--- config.mk ---
export PLATFORM = sky130hd
export DESIGN_NAME = mem_arbiter_flat
export DESIGN_NICKNAME = d
export VERILOG_FILES = /design/src/rtl/mem_arbiter_if.sv /design/src/rtl/mem_arbiter.sv /design/src/flat_wrapper.sv
export SDC_FILE = /design/constraint.sdc
export NUM_CORES = 1
export LEC_CHECK = 0
export CAP_MARGIN = 10
export CORE_AREA = 2 2 123 125
export CTS_CLUSTER_SIZE = 16
export DETAILED_ROUTE_END_ITERATION = 7
export DIE_AREA = 0 0 125 127
export PLACE_DENSITY = 0.72
export SETUP_SLACK_MARGIN = 0.1
export SLEW_MARGIN = 20
export SYNTH_ARGS = -nofsm -noshare
export SYNTH_HDL_FRONTEND = slang
export SYNTH_SLANG_ARGS = --single-unit
--- constraint.sdc ---
create_clock -name clk -period 2.9 [get_ports clk]
set_clock_uncertainty 0.2 [all_clocks]
set_input_delay 0.435 -clock clk [delete_from_list [all_inputs] [get_ports clk]]
set_output_delay 0.435 -clock clk [all_outputs]
set_load 0.05 [all_outputs]
--- src/rtl/mem_arbiter_if.sv ---
// Request/response bus between a memory master and a memory slave.
// One instance carries one bus: request channel (valid/ready, addr, wen,
// wdata, wstrb) and response channel (valid/ready, rdata, rsp_err).
//   master modport : drives the request fields and rsp_ready
//   slave modport  : drives req_ready and the response fields
interface mem_arbiter_if;
    logic        req_valid;
    logic        req_ready;
    logic [31:0] addr;
    logic        wen;
    logic [31:0] wdata;
    logic [3:0]  wstrb;
    logic        rsp_valid;
    logic        rsp_ready;
    logic [31:0] rdata;
    logic        rsp_err;

    modport master (
        output req_valid, addr, wen, wdata, wstrb, rsp_ready,
        input  req_ready, rsp_valid, rdata, rsp_err
    );

    modport slave (
        input  req_valid, addr, wen, wdata, wstrb, rsp_ready,
        output req_ready, rsp_valid, rdata, rsp_err
    );
endinterface

--- src/rtl/mem_arbiter.sv ---
// Two-master, one-slave memory arbiter with a single transaction in flight.
// m0 is the fetch port (read only), m1 the load/store port. Masters that are
// both requesting in IDLE are served round-robin. A transaction that does not
// finish within TIMEOUT cycles of its grant is completed towards the master
// with an error response.
// Ports:
//   clk    core clock, rising edge
//   rst_n  asynchronous active-low reset
//   m0     fetch bus (slave side of the interface)
//   m1     load/store bus (slave side of the interface)
//   s      memory bus (master side of the interface)
module mem_arbiter #(
    parameter int unsigned TIMEOUT = 255
) (
    input  logic           clk,
    input  logic           rst_n,
    mem_arbiter_if.slave   m0,
    mem_arbiter_if.slave   m1,
    mem_arbiter_if.master  s
);

    typedef enum logic [1:0] {StIdle, StReq, StWait, StTout} state_e;

    localparam logic [15:0] CntLast = 16'(TIMEOUT - 1);

    state_e      state_q, state_d;
    logic        owner_q, owner_d;           // 0: m0, 1: m1
    logic        last_owner_q, last_owner_d;
    logic [15:0] cnt_q, cnt_d;
    logic [31:0] addr_q, addr_d;
    logic        wen_q, wen_d;
    logic [31:0] wdata_q, wdata_d;
    logic [3:0]  wstrb_q, wstrb_d;

    logic grant_any;
    logic grant_m1;
    logic own_rsp_ready;
    logic timed_out;

    assign grant_any     = m0.req_valid | m1.req_valid;
    // m1 wins if it is alone, or if both request and m0 was served last
    assign grant_m1      = m1.req_valid & (~m0.req_valid | ~last_owner_q);
    assign own_rsp_ready = owner_q ? m1.rsp_ready : m0.rsp_ready;
    // >= rather than == so a count that passed the limit in REQ still expires in WAIT
    assign timed_out     = (cnt_q >= CntLast);

    // State register
    always_ff @(posedge clk or negedge rst_n) begin
        if (!rst_n) begin
            state_q      <= StIdle;
            owner_q      <= 1'b0;
            last_owner_q <= 1'b1;
            cnt_q        <= '0;
            addr_q       <= '0;
            wen_q        <= 1'b0;
            wdata_q      <= '0;
            wstrb_q      <= '0;
        end else begin
            state_q      <= state_d;
            owner_q      <= owner_d;
            last_owner_q <= last_owner_d;
            cnt_q        <= cnt_d;
            addr_q       <= addr_d;
            wen_q        <= wen_d;
            wdata_q      <= wdata_d;
            wstrb_q      <= wstrb_d;
        end
    end

    // Next-state logic
    always_comb begin
        state_d      = state_q;
        owner_d      = owner_q;
        last_owner_d = last_owner_q;
        cnt_d        = cnt_q;
        addr_d       = addr_q;
        wen_d        = wen_q;
        wdata_d      = wdata_q;
        wstrb_d      = wstrb_q;
        case (state_q)
            StIdle: begin
                // req_ready follows the grant combinationally, so any valid is a handshake
                if (grant_any) begin
                    state_d      = StReq;
                    owner_d      = grant_m1;
                    last_owner_d = grant_m1;
                    cnt_d        = '0;
                    if (grant_m1) begin
                        addr_d  = m1.addr;
                        wen_d   = m1.wen;
                        wdata_d = m1.wdata;
                        wstrb_d = m1.wstrb;
                    end else begin
                        addr_d  = m0.addr;
                        wen_d   = 1'b0;
                        wdata_d = '0;
                        wstrb_d = '0;
                    end
                end
            end
            StReq: begin
                cnt_d = cnt_q + 16'd1;
                if (s.req_ready) begin
                    state_d = StWait;
                end else if (timed_out) begin
                    state_d = StTout;
                end
            end
            StWait: begin
                cnt_d = cnt_q + 16'd1;
                if (s.rsp_valid && own_rsp_ready) begin
                    state_d = StIdle;
                end else if (timed_out) begin
                    state_d = StTout;
                end
            end
            StTout: begin
                if (own_rsp_ready) begin
                    state_d = StIdle;
                end
            end
            default: state_d = StIdle;
        endcase
    end

    // Outputs
    always_comb begin
        m0.req_ready = 1'b0;
        m1.req_ready = 1'b0;
        m0.rsp_valid = 1'b0;
        m0.rdata     = '0;
        m0.rsp_err   = 1'b0;
        m1.rsp_valid = 1'b0;
        m1.rdata     = '0;
        m1.rsp_err   = 1'b0;
        s.req_valid  = 1'b0;
        s.rsp_ready  = 1'b0;
        s.addr       = addr_q;
        s.wen        = wen_q;
        s.wdata      = wdata_q;
        s.wstrb      = wstrb_q;
        case (state_q)
            StIdle: begin
                // Gate with rst_n so no grant is visible while reset is held
                m0.req_ready = rst_n & grant_any & ~grant_m1;
                m1.req_ready = rst_n & grant_m1;
            end
            StReq: begin
                s.req_valid = 1'b1;
            end
            StWait: begin
                s.rsp_ready = own_rsp_ready;
                if (owner_q) begin
                    m1.rsp_valid = s.rsp_valid;
                    m1.rdata     = s.rdata;
                    m1.rsp_err   = s.rsp_err;
                end else begin
                    m0.rsp_valid = s.rsp_valid;
                    m0.rdata     = s.rdata;
                    m0.rsp_err   = s.rsp_err;
                end
            end
            StTout: begin
                if (owner_q) begin
                    m1.rsp_valid = 1'b1;
                    m1.rsp_err   = 1'b1;
                end else begin
                    m0.rsp_valid = 1'b1;
                    m0.rsp_err   = 1'b1;
                end
            end
            default: ;
        endcase
    end

endmodule

--- src/flat_wrapper.sv ---
// flat-port wrapper written by rule: the top's interface ports become plain ports
module mem_arbiter_flat 
#(
    parameter int unsigned TIMEOUT = 255
)
  (clk, rst_n, m0_req_valid, m0_addr, m0_wen, m0_wdata, m0_wstrb, m0_rsp_ready, m0_req_ready, m0_rsp_valid, m0_rdata, m0_rsp_err, m1_req_valid, m1_addr, m1_wen, m1_wdata, m1_wstrb, m1_rsp_ready, m1_req_ready, m1_rsp_valid, m1_rdata, m1_rsp_err, s_req_valid, s_addr, s_wen, s_wdata, s_wstrb, s_rsp_ready, s_req_ready, s_rsp_valid, s_rdata, s_rsp_err);
  mem_arbiter_if m0_i ();
  mem_arbiter_if m1_i ();
  mem_arbiter_if s_i ();
  input  logic clk;
  input  logic rst_n;
  input wire logic [$bits(m0_i.req_valid)-1:0] m0_req_valid;
  input wire logic [$bits(m0_i.addr)-1:0] m0_addr;
  input wire logic [$bits(m0_i.wen)-1:0] m0_wen;
  input wire logic [$bits(m0_i.wdata)-1:0] m0_wdata;
  input wire logic [$bits(m0_i.wstrb)-1:0] m0_wstrb;
  input wire logic [$bits(m0_i.rsp_ready)-1:0] m0_rsp_ready;
  output wire logic [$bits(m0_i.req_ready)-1:0] m0_req_ready;
  output wire logic [$bits(m0_i.rsp_valid)-1:0] m0_rsp_valid;
  output wire logic [$bits(m0_i.rdata)-1:0] m0_rdata;
  output wire logic [$bits(m0_i.rsp_err)-1:0] m0_rsp_err;
  input wire logic [$bits(m1_i.req_valid)-1:0] m1_req_valid;
  input wire logic [$bits(m1_i.addr)-1:0] m1_addr;
  input wire logic [$bits(m1_i.wen)-1:0] m1_wen;
  input wire logic [$bits(m1_i.wdata)-1:0] m1_wdata;
  input wire logic [$bits(m1_i.wstrb)-1:0] m1_wstrb;
  input wire logic [$bits(m1_i.rsp_ready)-1:0] m1_rsp_ready;
  output wire logic [$bits(m1_i.req_ready)-1:0] m1_req_ready;
  output wire logic [$bits(m1_i.rsp_valid)-1:0] m1_rsp_valid;
  output wire logic [$bits(m1_i.rdata)-1:0] m1_rdata;
  output wire logic [$bits(m1_i.rsp_err)-1:0] m1_rsp_err;
  output wire logic [$bits(s_i.req_valid)-1:0] s_req_valid;
  output wire logic [$bits(s_i.addr)-1:0] s_addr;
  output wire logic [$bits(s_i.wen)-1:0] s_wen;
  output wire logic [$bits(s_i.wdata)-1:0] s_wdata;
  output wire logic [$bits(s_i.wstrb)-1:0] s_wstrb;
  output wire logic [$bits(s_i.rsp_ready)-1:0] s_rsp_ready;
  input wire logic [$bits(s_i.req_ready)-1:0] s_req_ready;
  input wire logic [$bits(s_i.rsp_valid)-1:0] s_rsp_valid;
  input wire logic [$bits(s_i.rdata)-1:0] s_rdata;
  input wire logic [$bits(s_i.rsp_err)-1:0] s_rsp_err;
  assign m0_i.req_valid = m0_req_valid;
  assign m0_i.addr = m0_addr;
  assign m0_i.wen = m0_wen;
  assign m0_i.wdata = m0_wdata;
  assign m0_i.wstrb = m0_wstrb;
  assign m0_i.rsp_ready = m0_rsp_ready;
  assign m0_req_ready = m0_i.req_ready;
  assign m0_rsp_valid = m0_i.rsp_valid;
  assign m0_rdata = m0_i.rdata;
  assign m0_rsp_err = m0_i.rsp_err;
  assign m1_i.req_valid = m1_req_valid;
  assign m1_i.addr = m1_addr;
  assign m1_i.wen = m1_wen;
  assign m1_i.wdata = m1_wdata;
  assign m1_i.wstrb = m1_wstrb;
  assign m1_i.rsp_ready = m1_rsp_ready;
  assign m1_req_ready = m1_i.req_ready;
  assign m1_rsp_valid = m1_i.rsp_valid;
  assign m1_rdata = m1_i.rdata;
  assign m1_rsp_err = m1_i.rsp_err;
  assign s_req_valid = s_i.req_valid;
  assign s_addr = s_i.addr;
  assign s_wen = s_i.wen;
  assign s_wdata = s_i.wdata;
  assign s_wstrb = s_i.wstrb;
  assign s_rsp_ready = s_i.rsp_ready;
  assign s_i.req_ready = s_req_ready;
  assign s_i.rsp_valid = s_rsp_valid;
  assign s_i.rdata = s_rdata;
  assign s_i.rsp_err = s_rsp_err;
  mem_arbiter #(.TIMEOUT(TIMEOUT)) u_core (.clk(clk), .rst_n(rst_n), .m0(m0_i), .m1(m1_i), .s(s_i));
endmodule
# Yosys cells after proc, flatten, opt, wreduce, memory -nomap -nowiden
# Cells that the tools add are included.
[op_classes]
n_mux = 31
n_eq_ne = 5
reduce_logical = 7
n_bitwise = 9
n_addsub = 1
order_cmp = 1
[ops]
columns = ["operator", "n"]
rows = [
  ["two-way mux 32 bit", 6],
  ["case mux 16 bit (2 select lines)", 1],
  ["adder 16 x 1 -> 16 bit, second input constant", 1],
  ["greater-or-equal comparator 16 x 8 -> 1 bit, second input constant", 1],
  ["two-way mux 16 bit", 1],
  ["two-way mux 1 bit", 12],
  ["two-way mux 2 bit", 5],
  ["case mux 1 bit (2 select lines)", 4],
  ["case mux 2 bit (4 select lines)", 1],
  ["AND reduction 2 bit", 3],
  ["bitwise AND 1 bit", 4],
  ["== test 2 bit, second input constant", 2],
  ["two-way mux 4 bit", 1],
  ["!= test 2 x 1 -> 1 bit, second input constant", 2],
  ["NOT 1 bit", 3],
  ["== test 2 x 1 -> 1 bit, second input constant", 1],
  ["zero test 2 bit", 1],
  ["bitwise OR 1 bit", 2],
  ["nonzero test 2 bit", 1],
  ["OR reduction 2 bit", 1],
  ["logical AND 1 bit", 1],
]
[word_totals]
out_inout_bits = 141
word_cells = 62
reg_bits = 89
input_bits = 179

# Depth between registers and ports, before layout
[depth]
depth_word = 6
ltp_mapped = 7
mapped_depth_nobuf = 6

# Worst setup path before layout
# No wires, ideal clock.
[synth_path]
path_type = "reg-to-output"
startpoint = "reg u_core.state_q[0]"
endpoint = "out m0_req_ready"
arrival_ns = 2.401
setup_slack_ns = -0.136
path_buffers = 2
t_required_ns = 2.265
stages_incl_launch_ff = 7
cell_sequence = "dfrtp_1 > inv_1 > ha_1 > o21ai_1 > clkbuf_1 > buf_1 > nor3b_1"
[synth_via]
elab_chain_cells = 2
[synth_lines]
columns = ["item", "line_no", "source"]
rows = [
  ["start: declaration", "mem_arbiter.sv:26", "state_e state_q, state_d;"],
  ["start signal: assignment", "mem_arbiter.sv:50", "state_q <= StIdle;"],
  ["start signal: assignment", "mem_arbiter.sv:59", "state_q <= state_d;"],
  ["zero test 2 bit", "mem_arbiter.sv:142", "case (state_q)"],
  ["two-way mux 1 bit", "mem_arbiter.sv:142", ""],
  ["end: declaration", "flat_wrapper.sv:18", "output wire logic [$bits(m0_i.req_ready)-1:0] m0_req_ready;"],
]
# No other way between the ends.

# Final worst setup path
[layout_path]
startpoint = "reg u_core.state_q[0]"
endpoint = "out m0_rdata[31]"
[layout_via]
elab_chain_cells = 2
[layout_lines]
columns = ["item", "line_no", "source"]
rows = [
  ["== test 2 bit", "mem_arbiter.sv:142", ""],
  ["two-way mux 32 bit", "mem_arbiter.sv:142", ""],
  ["end: declaration", "flat_wrapper.sv:20", "output wire logic [$bits(m0_i.rdata)-1:0] m0_rdata;"],
]
# No other way between the ends.

==> results.yml <==
outcome:
  status: "finished, final reports clean"
sta:
  min_period_ns: 2.57
  setup_slack_ns: 0.328
  grt_setup_unrepaired: "false"
  tightest_slew_ns: 0.563
  setup_viol: 0
  fmax_mhz: 389
  finalCritPeriodShare_pct: 88.7
  relSlewSlack_pct: 62.4
  setup-tns-final_ns: 0
  hold_violations: 0
  slew_viol_final: 0
  fin_hold_ws_ns: 0.280
synth:
  yosysSeqAreaShare_pct: 50.3
  synth_cell_types: 41
  yosys_warnings: 0
  syn_area_sq_um: 4430
  synth_area_leaders: "dfrtp_1 50%, a22o_1 7.5%, mux2i_1 7.4%, and2_1 4.7%, and3_1 4.7%"
  synthCells: 433
  ys_seq_elements: 89
  synth_area_per_cell_sq_um: 10.2
  synth_top_area_share_pct: 49.7
  syn_nets: 618
  yosys.area.top_type: "dfrtp_1"
detailed_routing:
  ant_nets: 0
  vias_per_cell: 4.86
  drc: 0
  wl_um: 16200
  vias: 4345
  drt_iter0_drc: 188
  wl_per_cell_um: 18.1
  drt_pass1_iterations: 4
pwr:
  cellPowerDensity_nw_per_um2: 980
  sw_frac_of_total_pct: 48.7
  p_leak_nw: 3.72
  seqPwrFrac_pct: 24.9
  p_switching_w: 0.00405
  peakVddDrop_mv: 0.593
  p_int_w: 0.00427
  p_comb_share_pct: 61.0
  clkPwrFrac_pct: 14.2
floorplanning:
  die-area_sq_um: 15900
  fp-row-count: 44
  initial_core_util_pct: 30.7
  die_w_um: 125
  core_area_sq_um: 14400
  ios: 320
  die_h_um: 127
placement:
  preCtsSetupSlack_ns: 0.382
  placed_area_sq_um: 8160
  gp_routability_congestion: 0.792
  io_buffers: 282
  hpwl_um: 12600
critical_path:
  cp_top_family: "buffers and inverters"
  path_max_fanout: 32
  reg2reg_from: "u_core.state_q[0]$_DFFE_PN0P_"
  critPathKind: "reg -> out"
  crit_slowest_cell: "dfrtp_1"
  worst_path_largest_cell_delay_ns: 0.43
  r2r-end: "u_core.cnt_q[13]$_DFFE_PN0P_"
  required_ns: 2.27
  cp-end-kind: "primary output"
  r2r_slack_ns: 0.54
  crit_path_start_kind: "flop"
  worstPathCellList: "inv_1 -> ha_1 -> nor2b_1 -> buf_4 -> and2_1 -> buf_12"
  crit_buf_inv: 3
  critPathArrivalTime_ns: 1.94
  reg2reg_depth: 6
finish:
  syn2layout_area_growth_pct: 91.2
  stdcell_area_sq_um: 8480
  layout-drive-gt1-share_pct: 15.0
  mostFrequentLayoutCell: "clkdlybuf4s50_1"
  final_cell_mix: "210 x clkdlybuf4s50_1, 88 x dfrtp_1, 71 x buf_12"
  finalNetCount: 889
clock_network:
  htreeDepth: 3
  cts_tree: "yes"
  ctsLongestPathBuffers: 2
  numCtsBuffers: 9
  clkTransAtPathRegs_ns: 0.07
  postCtsSetupBuffers: 0
  clock_sinks: 89
  cts_root_buf: "clkbuf_16"
  clock_latency_ns: 0.34
worst_hold_path:
  min_path_type: "reg -> reg"
  holdPathEnd: "u_core.s.addr[13]$_DFFE_PN0P_"
  min_path_cells: 2
  worstHoldStart: "u_core.s.addr[13]$_DFFE_PN0P_"
global_routing:
  antenna_found_initial: 1
  grtUsageTotal_pct: 20.3
  grt_pass1_wl_um: 25200
  grt_max_degree: 69
  grt_pass1_vias: 4360
  overflow: 0
flow_run:
  maxCapViolations: 0
==> per-stage QoR <==
step	total power [W]	cells	utilization (%)
2_1_floorplan	0.00513	433	-
3_3_place_gp	0.00708	876	56.6
3_5_place_dp	0.00717	876	56.6
4_1_cts	0.00839	893	58.8
5_1_grt	0.00875	893	58.8
6_report	0.00831	894	58.8
==> cells by family after synthesis <==
kind of cell,share of synthesized area (%)
buffers and inverters,3.72
and+or+nand+nor,19.0
AOI/OAI and AO/OA,16.7
DFF,50.3
muxes,7.45
xor gates and xnor gates,1.19
adders and majority gates,1.69
==> power by group through the flow <==
stage | Clock [W] | Sequential (W) | Combinational [W]
global route | 0.00127 | 0.00214 | 0.00535
CTS | 0.00121 | 0.00207 | 0.00511
floorplan | 0 | 0.00343 | 0.00170
global placement | 0 | 0.00206 | 0.00502
detailed placement | 0 | 0.00207 | 0.00510
finish | 0.00118 | 0.00207 | 0.00507
==> worst max path at each step <==
stage	from	to	slack, ns	cells after the start
2_1_floorplan	u_core.state_q[0]$_DFFE_PN0P_	m0_req_ready	0.36	6
3_3_place_gp	m0_req_valid	u_core.cnt_q[11]$_DFFE_PN0P_	0.40	5
3_5_place_dp	m0_req_valid	u_core.cnt_q[15]$_DFFE_PN0P_	0.38	5
4_1_cts	u_core.state_q[0]$_DFFE_PN0P_	m0_rdata[31]	0.31	6
5_1_grt	u_core.state_q[0]$_DFFE_PN0P_	m0_rdata[31]	0.17	6
6_report	u_core.state_q[0]$_DFFE_PN0P_	m0_rdata[31]	0.33	6
==> layer usage <==
metal	up-vias	share of wire (%)	track usage (%)	routed length [um]
li1	2085	-	-	-
met4	2	0.73	4.18	119
met5	-	0.068	0	11
met1	2083	43	26.8	6990
met3	10	6.6	5.44	1070
met2	165	50	33.9	8030
==> layout make-up <==
class	count	area [sq um]
fillers	1202	5950
repair buffers	294	3620
flip-flops and latches	89	2230
multi-input cells	304	2070
well taps	184	230
clock buffers	9	225
clock inverters	7	77.6
inverters	6	22.5
diodes	1	2.50
==> synth_stat cells (all sizes together) <==
library cell and instances:
dfrtp 88, buf 9, or3b 2, or3 2, or4 7, inv 6, nand2b 1, and4 2
o31ai 6, ha 6, a21boi 1, dfstp 1, o21ai 39, xnor2 3, xor2 3, a211o 1
nor4 2, nand3 5, and3 33, nor3 1, a211oi 2, and2 33, a22o 38, a32o 1
o211a 2, clkbuf 25, mux2i 33, nor2 12, nor2b 5, a21o 3, nand4 2, nand3b 1
nand2 38, nor3b 3, a21oi 17
==> sequential cells by signal (all words and copies together), names as in the netlist <==
name	flops
u_core.owner_q	1
u_core.cnt_q	16
u_core.s.wdata	32
u_core.state_q	2
u_core.s.wstrb	4
u_core.last_owner_q	1
u_core.s.wen	1
u_core.s.addr	32
==> what timing repair did <==
item,CTS,global route
endpoints found under the hold margin,20,0
hold buffers,1,0
resized for setup,0,0
==> worst min-delay path: cells and delay by family (launching register included) <==
kind               cells  cell delay, ns
AOI/OAI and AO/OA      1            0.06
DFF                    1            0.34
and+or+nand+nor        1            0.04
Power figures use the tool's default switching activity.
